==> src/rtl/pipe_control_unit_if.sv <==
// Control-unit bus: ID-stage instruction fields and hazard inputs in,
// per-stage pipeline controls out. The master side is the pipeline/hazard
// logic, the slave side is the control unit.
interface pipe_control_unit_if #(
  parameter int ALUCTRL_W = 3,
  parameter int CNT_W     = 8
);
  logic [5:0]           op;
  logic [5:0]           funct;
  logic                 stall;
  logic                 flush_e;
  logic [1:0]           branch_d;
  logic                 jump_d;
  logic                 illegal_d;
  logic                 reg_dst_e;
  logic                 alu_src_e;
  logic                 zext_e;
  logic [ALUCTRL_W-1:0] alu_control_e;
  logic                 reg_write_e;
  logic                 mem_to_reg_e;
  logic                 link_e;
  logic                 reg_write_m;
  logic                 mem_to_reg_m;
  logic                 mem_write_m;
  logic                 link_m;
  logic                 reg_write_w;
  logic                 mem_to_reg_w;
  logic                 link_w;
  logic                 illegal_e;
  logic [CNT_W-1:0]     illegal_count;

  modport master (
    output op, funct, stall, flush_e,
    input  branch_d, jump_d, illegal_d,
    input  reg_dst_e, alu_src_e, zext_e, alu_control_e,
    input  reg_write_e, mem_to_reg_e, link_e,
    input  reg_write_m, mem_to_reg_m, mem_write_m, link_m,
    input  reg_write_w, mem_to_reg_w, link_w,
    input  illegal_e, illegal_count
  );

  modport slave (
    input  op, funct, stall, flush_e,
    output branch_d, jump_d, illegal_d,
    output reg_dst_e, alu_src_e, zext_e, alu_control_e,
    output reg_write_e, mem_to_reg_e, link_e,
    output reg_write_m, mem_to_reg_m, mem_write_m, link_m,
    output reg_write_w, mem_to_reg_w, link_w,
    output illegal_e, illegal_count
  );
endinterface

==> src/rtl/pipe_control_unit.sv <==
// Pipelined MIPS control unit: decodes op/funct in ID, drives branch/jump
// there, and carries the remaining controls through ID/EX, EX/MEM and
// MEM/WB registers. Stall, flush and illegal decodes load bubbles into EX;
// issued illegal instructions are counted with a saturating counter.
module pipe_control_unit #(
  parameter int ALUCTRL_W = 3,
  parameter int EXT_OPS   = 1,
  parameter int CNT_W     = 8
) (
  input  logic               clk,
  input  logic               reset,
  pipe_control_unit_if.slave bus
);

  localparam logic [3:0] A_AND = 4'b0000;
  localparam logic [3:0] A_OR  = 4'b0001;
  localparam logic [3:0] A_ADD = 4'b0010;
  localparam logic [3:0] A_SUB = 4'b0110;
  localparam logic [3:0] A_SLT = 4'b0111;
  localparam logic [3:0] A_NOR = 4'b1000;
  localparam logic [3:0] A_XOR = 4'b1001;
  localparam bit         EXT   = (EXT_OPS != 0);
  localparam bit         WIDE  = (ALUCTRL_W == 4);

  typedef struct packed {
    logic                 reg_write;
    logic                 mem_to_reg;
    logic                 mem_write;
    logic                 link;
    logic                 reg_dst;
    logic                 alu_src;
    logic                 zext;
    logic [ALUCTRL_W-1:0] alu;
  } ex_ctrl_t;

  typedef struct packed {
    logic reg_write;
    logic mem_to_reg;
    logic mem_write;
    logic link;
  } mem_ctrl_t;

  typedef struct packed {
    logic reg_write;
    logic mem_to_reg;
    logic link;
  } wb_ctrl_t;

  ex_ctrl_t         w_dec;
  logic [1:0]       w_branch;
  logic             w_jump;
  logic             w_illegal;
  logic             w_rtype;
  ex_ctrl_t         r_ex;
  mem_ctrl_t        r_mem;
  wb_ctrl_t         r_wb;
  logic             r_ille;
  logic [CNT_W-1:0] r_cnt;

  // ID decode; an illegal decode clears every other decode output
  always_comb begin
    w_dec     = '0;
    w_branch  = 2'b00;
    w_jump    = 1'b0;
    w_illegal = 1'b0;
    w_rtype   = 1'b0;
    case (bus.op)
      6'b000000: begin
        case (bus.funct)
          6'b000000: ;
          6'b100000: begin w_rtype = 1'b1; w_dec.alu = A_ADD[ALUCTRL_W-1:0]; end
          6'b100010: begin w_rtype = 1'b1; w_dec.alu = A_SUB[ALUCTRL_W-1:0]; end
          6'b100100: begin w_rtype = 1'b1; w_dec.alu = A_AND[ALUCTRL_W-1:0]; end
          6'b100101: begin w_rtype = 1'b1; w_dec.alu = A_OR[ALUCTRL_W-1:0];  end
          6'b101010: begin w_rtype = 1'b1; w_dec.alu = A_SLT[ALUCTRL_W-1:0]; end
          6'b100111: begin
            w_rtype   = WIDE;
            w_illegal = !WIDE;
            w_dec.alu = A_NOR[ALUCTRL_W-1:0];
          end
          6'b100110: begin
            w_rtype   = WIDE;
            w_illegal = !WIDE;
            w_dec.alu = A_XOR[ALUCTRL_W-1:0];
          end
          default: w_illegal = 1'b1;
        endcase
        if (w_rtype) begin
          w_dec.reg_write = 1'b1;
          w_dec.reg_dst   = 1'b1;
        end
      end
      6'b100011: begin
        w_dec.reg_write  = 1'b1;
        w_dec.alu_src    = 1'b1;
        w_dec.mem_to_reg = 1'b1;
        w_dec.alu        = A_ADD[ALUCTRL_W-1:0];
      end
      6'b101011: begin
        w_dec.alu_src   = 1'b1;
        w_dec.mem_write = 1'b1;
        w_dec.alu       = A_ADD[ALUCTRL_W-1:0];
      end
      6'b000100: begin
        w_branch  = 2'b01;
        w_dec.alu = A_SUB[ALUCTRL_W-1:0];
      end
      6'b000010: w_jump = 1'b1;
      6'b000101: begin
        w_illegal = !EXT;
        w_branch  = 2'b10;
        w_dec.alu = A_SUB[ALUCTRL_W-1:0];
      end
      6'b001000: begin
        w_illegal       = !EXT;
        w_dec.reg_write = 1'b1;
        w_dec.alu_src   = 1'b1;
        w_dec.alu       = A_ADD[ALUCTRL_W-1:0];
      end
      6'b001010: begin
        w_illegal       = !EXT;
        w_dec.reg_write = 1'b1;
        w_dec.alu_src   = 1'b1;
        w_dec.alu       = A_SLT[ALUCTRL_W-1:0];
      end
      6'b001100: begin
        w_illegal       = !EXT;
        w_dec.reg_write = 1'b1;
        w_dec.alu_src   = 1'b1;
        w_dec.zext      = 1'b1;
        w_dec.alu       = A_AND[ALUCTRL_W-1:0];
      end
      6'b001101: begin
        w_illegal       = !EXT;
        w_dec.reg_write = 1'b1;
        w_dec.alu_src   = 1'b1;
        w_dec.zext      = 1'b1;
        w_dec.alu       = A_OR[ALUCTRL_W-1:0];
      end
      // jal leaves reg_dst at 0; the datapath selects r31 from link
      6'b000011: begin
        w_illegal       = !EXT;
        w_jump          = 1'b1;
        w_dec.reg_write = 1'b1;
        w_dec.link      = 1'b1;
      end
      default: w_illegal = 1'b1;
    endcase
    if (w_illegal) begin
      w_dec    = '0;
      w_branch = 2'b00;
      w_jump   = 1'b0;
    end
  end

  // ID-stage outputs are held quiet while reset is asserted
  assign bus.branch_d  = reset ? 2'b00 : w_branch;
  assign bus.jump_d    = reset ? 1'b0  : w_jump;
  assign bus.illegal_d = reset ? 1'b0  : w_illegal;

  // ID/EX: bubble on stall, flush or an undecodable instruction
  always_ff @(posedge clk) begin
    if (reset)                                  r_ex <= '0;
    else if (bus.stall | bus.flush_e | w_illegal) r_ex <= '0;
    else                                        r_ex <= w_dec;
  end

  // EX/MEM and MEM/WB always advance, so a stall never freezes older work
  always_ff @(posedge clk) begin
    if (reset) begin
      r_mem <= '0;
      r_wb  <= '0;
    end else begin
      r_mem <= '{reg_write: r_ex.reg_write, mem_to_reg: r_ex.mem_to_reg,
                 mem_write: r_ex.mem_write, link: r_ex.link};
      r_wb  <= '{reg_write: r_mem.reg_write, mem_to_reg: r_mem.mem_to_reg,
                 link: r_mem.link};
    end
  end

  // illegal_e fires only when the illegal instruction actually issues
  always_ff @(posedge clk) begin
    if (reset) r_ille <= 1'b0;
    else       r_ille <= w_illegal & ~bus.stall & ~bus.flush_e;
  end

  // saturating illegal-issue counter, stops at all-ones
  always_ff @(posedge clk) begin
    if (reset)                       r_cnt <= '0;
    else if (r_ille && (r_cnt != '1)) r_cnt <= r_cnt + CNT_W'(1);
  end

  assign bus.reg_dst_e     = r_ex.reg_dst;
  assign bus.alu_src_e     = r_ex.alu_src;
  assign bus.zext_e        = r_ex.zext;
  assign bus.alu_control_e = r_ex.alu;
  assign bus.reg_write_e   = r_ex.reg_write;
  assign bus.mem_to_reg_e  = r_ex.mem_to_reg;
  assign bus.link_e        = r_ex.link;
  assign bus.reg_write_m   = r_mem.reg_write;
  assign bus.mem_to_reg_m  = r_mem.mem_to_reg;
  assign bus.mem_write_m   = r_mem.mem_write;
  assign bus.link_m        = r_mem.link;
  assign bus.reg_write_w   = r_wb.reg_write;
  assign bus.mem_to_reg_w  = r_wb.mem_to_reg;
  assign bus.link_w        = r_wb.link;
  assign bus.illegal_e     = r_ille;
  assign bus.illegal_count = r_cnt;

endmodule

==> src/flat_wrapper.sv <==
// flat-port wrapper written by rule: the top's interface ports become plain ports
module pipe_control_unit_flat 
#(
  parameter int ALUCTRL_W = 3,
  parameter int EXT_OPS   = 1,
  parameter int CNT_W     = 8
)
  (clk, reset, bus_op, bus_funct, bus_stall, bus_flush_e, bus_branch_d, bus_jump_d, bus_illegal_d, bus_reg_dst_e, bus_alu_src_e, bus_zext_e, bus_alu_control_e, bus_reg_write_e, bus_mem_to_reg_e, bus_link_e, bus_reg_write_m, bus_mem_to_reg_m, bus_mem_write_m, bus_link_m, bus_reg_write_w, bus_mem_to_reg_w, bus_link_w, bus_illegal_e, bus_illegal_count);
  pipe_control_unit_if #(.ALUCTRL_W(ALUCTRL_W), .CNT_W(CNT_W)) bus_i ();
  input  logic clk;
  input  logic reset;
  input wire logic [$bits(bus_i.op)-1:0] bus_op;
  input wire logic [$bits(bus_i.funct)-1:0] bus_funct;
  input wire logic [$bits(bus_i.stall)-1:0] bus_stall;
  input wire logic [$bits(bus_i.flush_e)-1:0] bus_flush_e;
  output wire logic [$bits(bus_i.branch_d)-1:0] bus_branch_d;
  output wire logic [$bits(bus_i.jump_d)-1:0] bus_jump_d;
  output wire logic [$bits(bus_i.illegal_d)-1:0] bus_illegal_d;
  output wire logic [$bits(bus_i.reg_dst_e)-1:0] bus_reg_dst_e;
  output wire logic [$bits(bus_i.alu_src_e)-1:0] bus_alu_src_e;
  output wire logic [$bits(bus_i.zext_e)-1:0] bus_zext_e;
  output wire logic [$bits(bus_i.alu_control_e)-1:0] bus_alu_control_e;
  output wire logic [$bits(bus_i.reg_write_e)-1:0] bus_reg_write_e;
  output wire logic [$bits(bus_i.mem_to_reg_e)-1:0] bus_mem_to_reg_e;
  output wire logic [$bits(bus_i.link_e)-1:0] bus_link_e;
  output wire logic [$bits(bus_i.reg_write_m)-1:0] bus_reg_write_m;
  output wire logic [$bits(bus_i.mem_to_reg_m)-1:0] bus_mem_to_reg_m;
  output wire logic [$bits(bus_i.mem_write_m)-1:0] bus_mem_write_m;
  output wire logic [$bits(bus_i.link_m)-1:0] bus_link_m;
  output wire logic [$bits(bus_i.reg_write_w)-1:0] bus_reg_write_w;
  output wire logic [$bits(bus_i.mem_to_reg_w)-1:0] bus_mem_to_reg_w;
  output wire logic [$bits(bus_i.link_w)-1:0] bus_link_w;
  output wire logic [$bits(bus_i.illegal_e)-1:0] bus_illegal_e;
  output wire logic [$bits(bus_i.illegal_count)-1:0] bus_illegal_count;
  assign bus_i.op = bus_op;
  assign bus_i.funct = bus_funct;
  assign bus_i.stall = bus_stall;
  assign bus_i.flush_e = bus_flush_e;
  assign bus_branch_d = bus_i.branch_d;
  assign bus_jump_d = bus_i.jump_d;
  assign bus_illegal_d = bus_i.illegal_d;
  assign bus_reg_dst_e = bus_i.reg_dst_e;
  assign bus_alu_src_e = bus_i.alu_src_e;
  assign bus_zext_e = bus_i.zext_e;
  assign bus_alu_control_e = bus_i.alu_control_e;
  assign bus_reg_write_e = bus_i.reg_write_e;
  assign bus_mem_to_reg_e = bus_i.mem_to_reg_e;
  assign bus_link_e = bus_i.link_e;
  assign bus_reg_write_m = bus_i.reg_write_m;
  assign bus_mem_to_reg_m = bus_i.mem_to_reg_m;
  assign bus_mem_write_m = bus_i.mem_write_m;
  assign bus_link_m = bus_i.link_m;
  assign bus_reg_write_w = bus_i.reg_write_w;
  assign bus_mem_to_reg_w = bus_i.mem_to_reg_w;
  assign bus_link_w = bus_i.link_w;
  assign bus_illegal_e = bus_i.illegal_e;
  assign bus_illegal_count = bus_i.illegal_count;
  pipe_control_unit #(.ALUCTRL_W(ALUCTRL_W), .EXT_OPS(EXT_OPS), .CNT_W(CNT_W)) u_core (.clk(clk), .reset(reset), .bus(bus_i));
endmodule
==> config.mk <==
export PLATFORM = sky130hd
export DESIGN_NAME = pipe_control_unit_flat
export DESIGN_NICKNAME = d
export VERILOG_FILES = /design/src/rtl/pipe_control_unit_if.sv /design/src/rtl/pipe_control_unit.sv /design/src/flat_wrapper.sv
export SDC_FILE = /design/constraint.sdc
export NUM_CORES = 1
export LEC_CHECK = 0
export CORE_ASPECT_RATIO = 0.6
export CORE_UTILIZATION = 49
export CTS_BUF_LIST = sky130_fd_sc_hd__clkbuf_8
export DETAILED_ROUTE_END_ITERATION = 7
export GPL_TIMING_DRIVEN = 0
export HOLD_SLACK_MARGIN = 0.1
export PLACE_DENSITY = 0.87
export SYNTH_ARGS = -nofsm -noshare
export SYNTH_HDL_FRONTEND = slang
export SYNTH_SLANG_ARGS = --single-unit
export TNS_END_PERCENT = 30
==> constraint.sdc <==
create_clock -name clk -period 3.1 [get_ports clk]
set_input_delay 0.465 -clock clk [delete_from_list [all_inputs] [get_ports clk]]
set_output_delay 0.465 -clock clk [all_outputs]
set_load 0.02 [all_outputs]
==> metrics.txt <==
crit path launch type=input port; leakage=0.689 nW; post-route setup TNS=0 ns; Nets=199; Final Max Tran Viols=0; Synth Register Bits=26; die height=40.8 microns; crit path time final=2.92 ns; Syn Area/Cell=9.10 sq um; Max Cap Viol=0; GRT Total Usage=25.7%; vias in the first global route=1049; Design Area, Final=0.00176 sq mm; fmax=0.342 GHz; slew margin rel.=72.1%; Synth area leader=dfxtp_1; YS warnings=0; top cells by area, synth=dfxtp_1 (42%), nor2b_1 (5.6%), nor2_1 (4.6%); first-pass GRT wire length=4880 microns; total power divided by cell area=397 mW/mm^2; vias per cell=5.84; asr flop ratio synth=0%; Setup Crit Path Kind=input port to output port; drt drc=0; worst-path maximum fanout=10; port buffer count=42; Initial Utilization=54.3%; top cell type's share of synthesized area=42.4%; Hold Crit Class=register to register; Starting DRT DRC Count=69; Clock transition at path regs=0.09 ns; io pins=45; initial antenna violation count=0; Util after Layout=78.0%; final setup fails=0; antenna cells=0; DR pass1 iterations=4; mapped cell area=0.00123 sq mm; H-tree depth=1; Max clock buf depth=2; Final GP Congestion=0.850; critical path startpoint=bus_op[3]; Placed Area=0.00169 sq mm; period utilization=94.3%; FILL cells=167; layout cells sized above 1=8.84%; Worst Skew=0.00395 ns; Worst Path Arrival=2.46 ns; Avg WL per Cell=15.1 microns; worst slew pin tran=0.416 ns; via count=1233; hold_sp=u_core.r_ex[7]$_SDFF_PP0_; Crit Reg-Reg Startpoint=u_core.bus.illegal_count[1]$_SDFFE_PP0P_; WHS=0.442 ns; top_reg_cell synth=dfxtp_1; root buffer cell=clkbuf_8; CTS sink count=26; Worst-Skew Late Latency=0.27 ns; TritonCTS clock tree=built; core region area=0.00226 sq mm; status=finished clean; Final Hold Fails=0; Chip Width=66.6 microns; antenna viol nets, final=0; Crit. End Element=output port; Overflow after GRT=0; syn_nets=152; cell count after synthesis=135; Total Wirelength=3190 microns; WP data required=2.63 ns; sequential-to-total area share from yosys stat=42.4%; post-CTS setup buffers=0; number of distinct library cells after synthesis=43; Num CTS Buffers=3; largest net degree at the start of global routing=16; # rows=13; RSZ-0062 raised after global routing=false; Detail Placement HPWL=2420 microns; Post-synth EDFFs=0; total die area=0.00272 sq mm; Max IR drop VDD=261 uV; Area growth, synth to finish=43.5%
==> worst paths after layout <==
| path | endpoint | slack, ns | cells after the start |
|---|---|---|---|
| worst max-delay path | bus_branch_d[0] | 0.18 | 6 |
| worst max register to register | u_core.bus.illegal_count[1]$_SDFFE_PP0P_ | 1.43 | 5 |
| worst min-delay path | u_core.bus.mem_write_m$_SDFF_PP0_ | 0.44 | 1 |
| worst min register to register | u_core.bus.mem_write_m$_SDFF_PP0_ | 0.44 | 1 |
==> worst max-delay path: stages <==
cell and delay (ns):
clkdlybuf4s50_1 0.47, clkbuf_1 0.25, nor4_1 0.41, nand2_1 0.13, nor2_1 0.11, clkdlybuf4s50_1 0.61
==> layout by cell type (no fill, tap or decap), types with 2 or more instances in the layout <==
| master | count |
|---|---|
| nor2b_2 | 2 |
| clkbuf_8 | 3 |
| nand2_1 | 8 |
| dfxtp_1 | 26 |
| nor3_1 | 2 |
| dlymetal6s2s_1 | 2 |
| and4_1 | 2 |
| nor2_1 | 15 |
| o21ai_0 | 2 |
| nor2b_1 | 11 |
| nand2b_1 | 3 |
| buf_4 | 3 |
| o211ai_1 | 4 |
| and3_1 | 6 |
| nand3_1 | 5 |
| clkdlybuf4s50_1 | 40 |
| a21oi_1 | 5 |
| inv_1 | 2 |
| mux2i_1 | 4 |
| buf_2 | 2 |
| o21a_1 | 2 |
| nor4_1 | 2 |
| a41oi_1 | 2 |
| nor3b_1 | 2 |
| xor2_1 | 4 |
==> timing repair <==
action,in CTS,in global routing
setup endpoints to repair,0,1
hold buffers,0,0
gates resized for setup,0,2
==> stage by stage <==
step / power (mW) / std cells / setup slack, ns
2_1_floorplan: 0.385 / 135 / 1.17
3_5_place_dp: 0.425 / 207 / 0.104
4_1_cts: 0.703 / 211 / 0.0739
3_3_place_gp: 0.422 / 207 / 0.120
6_report: 0.700 / 211 / 0.176
5_1_grt: 0.723 / 211 / 0.0777
==> kinds of logic after synthesis <==
kind of cell / after synthesis / synth area share [%]
and+or+nand+nor: 67 / 32.2
DFF: 26 / 42.4
AOI/OAI and AO/OA: 24 / 13.8
buffers and inverters: 9 / 4.48
xor gates and xnor gates: 4 / 2.85
muxes: 4 / 3.26
adders and majority gates: 1 / 1.02
==> where the power goes <==
group | internal [mW] | total [mW] | leakage (nW) | switching (mW)
Combinational | 0.0373 | 0.0807 | 0.443 | 0.0433
Sequential | 0.336 | 0.338 | 0.210 | 0.00247
Clock | 0.173 | 0.281 | 0.0357 | 0.108
Total | 0.546 | 0.700 | 0.689 | 0.154
==> layout make-up <==
cell class,instances,area (sq um),share of cell area (%)
multi-input combinational,100,653,37.0
sequential,26,520,29.5
timing repair buffer,42,425,24.1
buffer,7,47.5,2.70
clock buffer,3,41.3,2.34
tap,30,37.5,2.13
clock inverter,1,30.0,1.70
inverter,2,7.51,0.426
==> cell usage after synthesis, types with 2 or more instances <==
| cell type | number |
|---|---|
| nand2b_1 | 3 |
| and3_1 | 6 |
| xor2_1 | 4 |
| mux2i_1 | 4 |
| dfxtp_1 | 26 |
| nand2_1 | 8 |
| nor2b_1 | 11 |
| nor2_1 | 15 |
| o21a_1 | 2 |
| o211ai_1 | 4 |
| buf_2 | 2 |
| and4_1 | 2 |
| nor3_1 | 2 |
| a41oi_1 | 2 |
| nor2b_2 | 2 |
| nand3_1 | 5 |
| nor4_1 | 2 |
| a21oi_1 | 5 |
| inv_1 | 2 |
| nor3b_1 | 2 |
| buf_4 | 3 |
| o21ai_0 | 2 |
==> flip-flops by register name (all words and copies together), names as in the netlist <==
name and cells:
u_core.bus.illegal_count 8, u_core.bus.alu_control_e 3, u_core.bus.alu_src_e 1, u_core.bus.illegal_e 1
u_core.bus.link_e 1, u_core.bus.link_m 1, u_core.bus.link_w 1, u_core.bus.mem_to_reg_e 1
u_core.bus.mem_to_reg_m 1, u_core.bus.mem_to_reg_w 1, u_core.bus.mem_write_m 1, u_core.bus.reg_dst_e 1
u_core.bus.reg_write_e 1, u_core.bus.reg_write_m 1, u_core.bus.reg_write_w 1, u_core.bus.zext_e 1
u_core.r_ex 1
==> routing by layer <==
metal,up-vias,global-route usage [%],wire length (microns)
met5,-,0,0
met4,0,10.1,78
met3,10,8.06,327
met2,86,42.7,1370
met1,564,32.1,1410
li1,573,-,-
No activity file was read; power rests on OpenSTA's default activity.
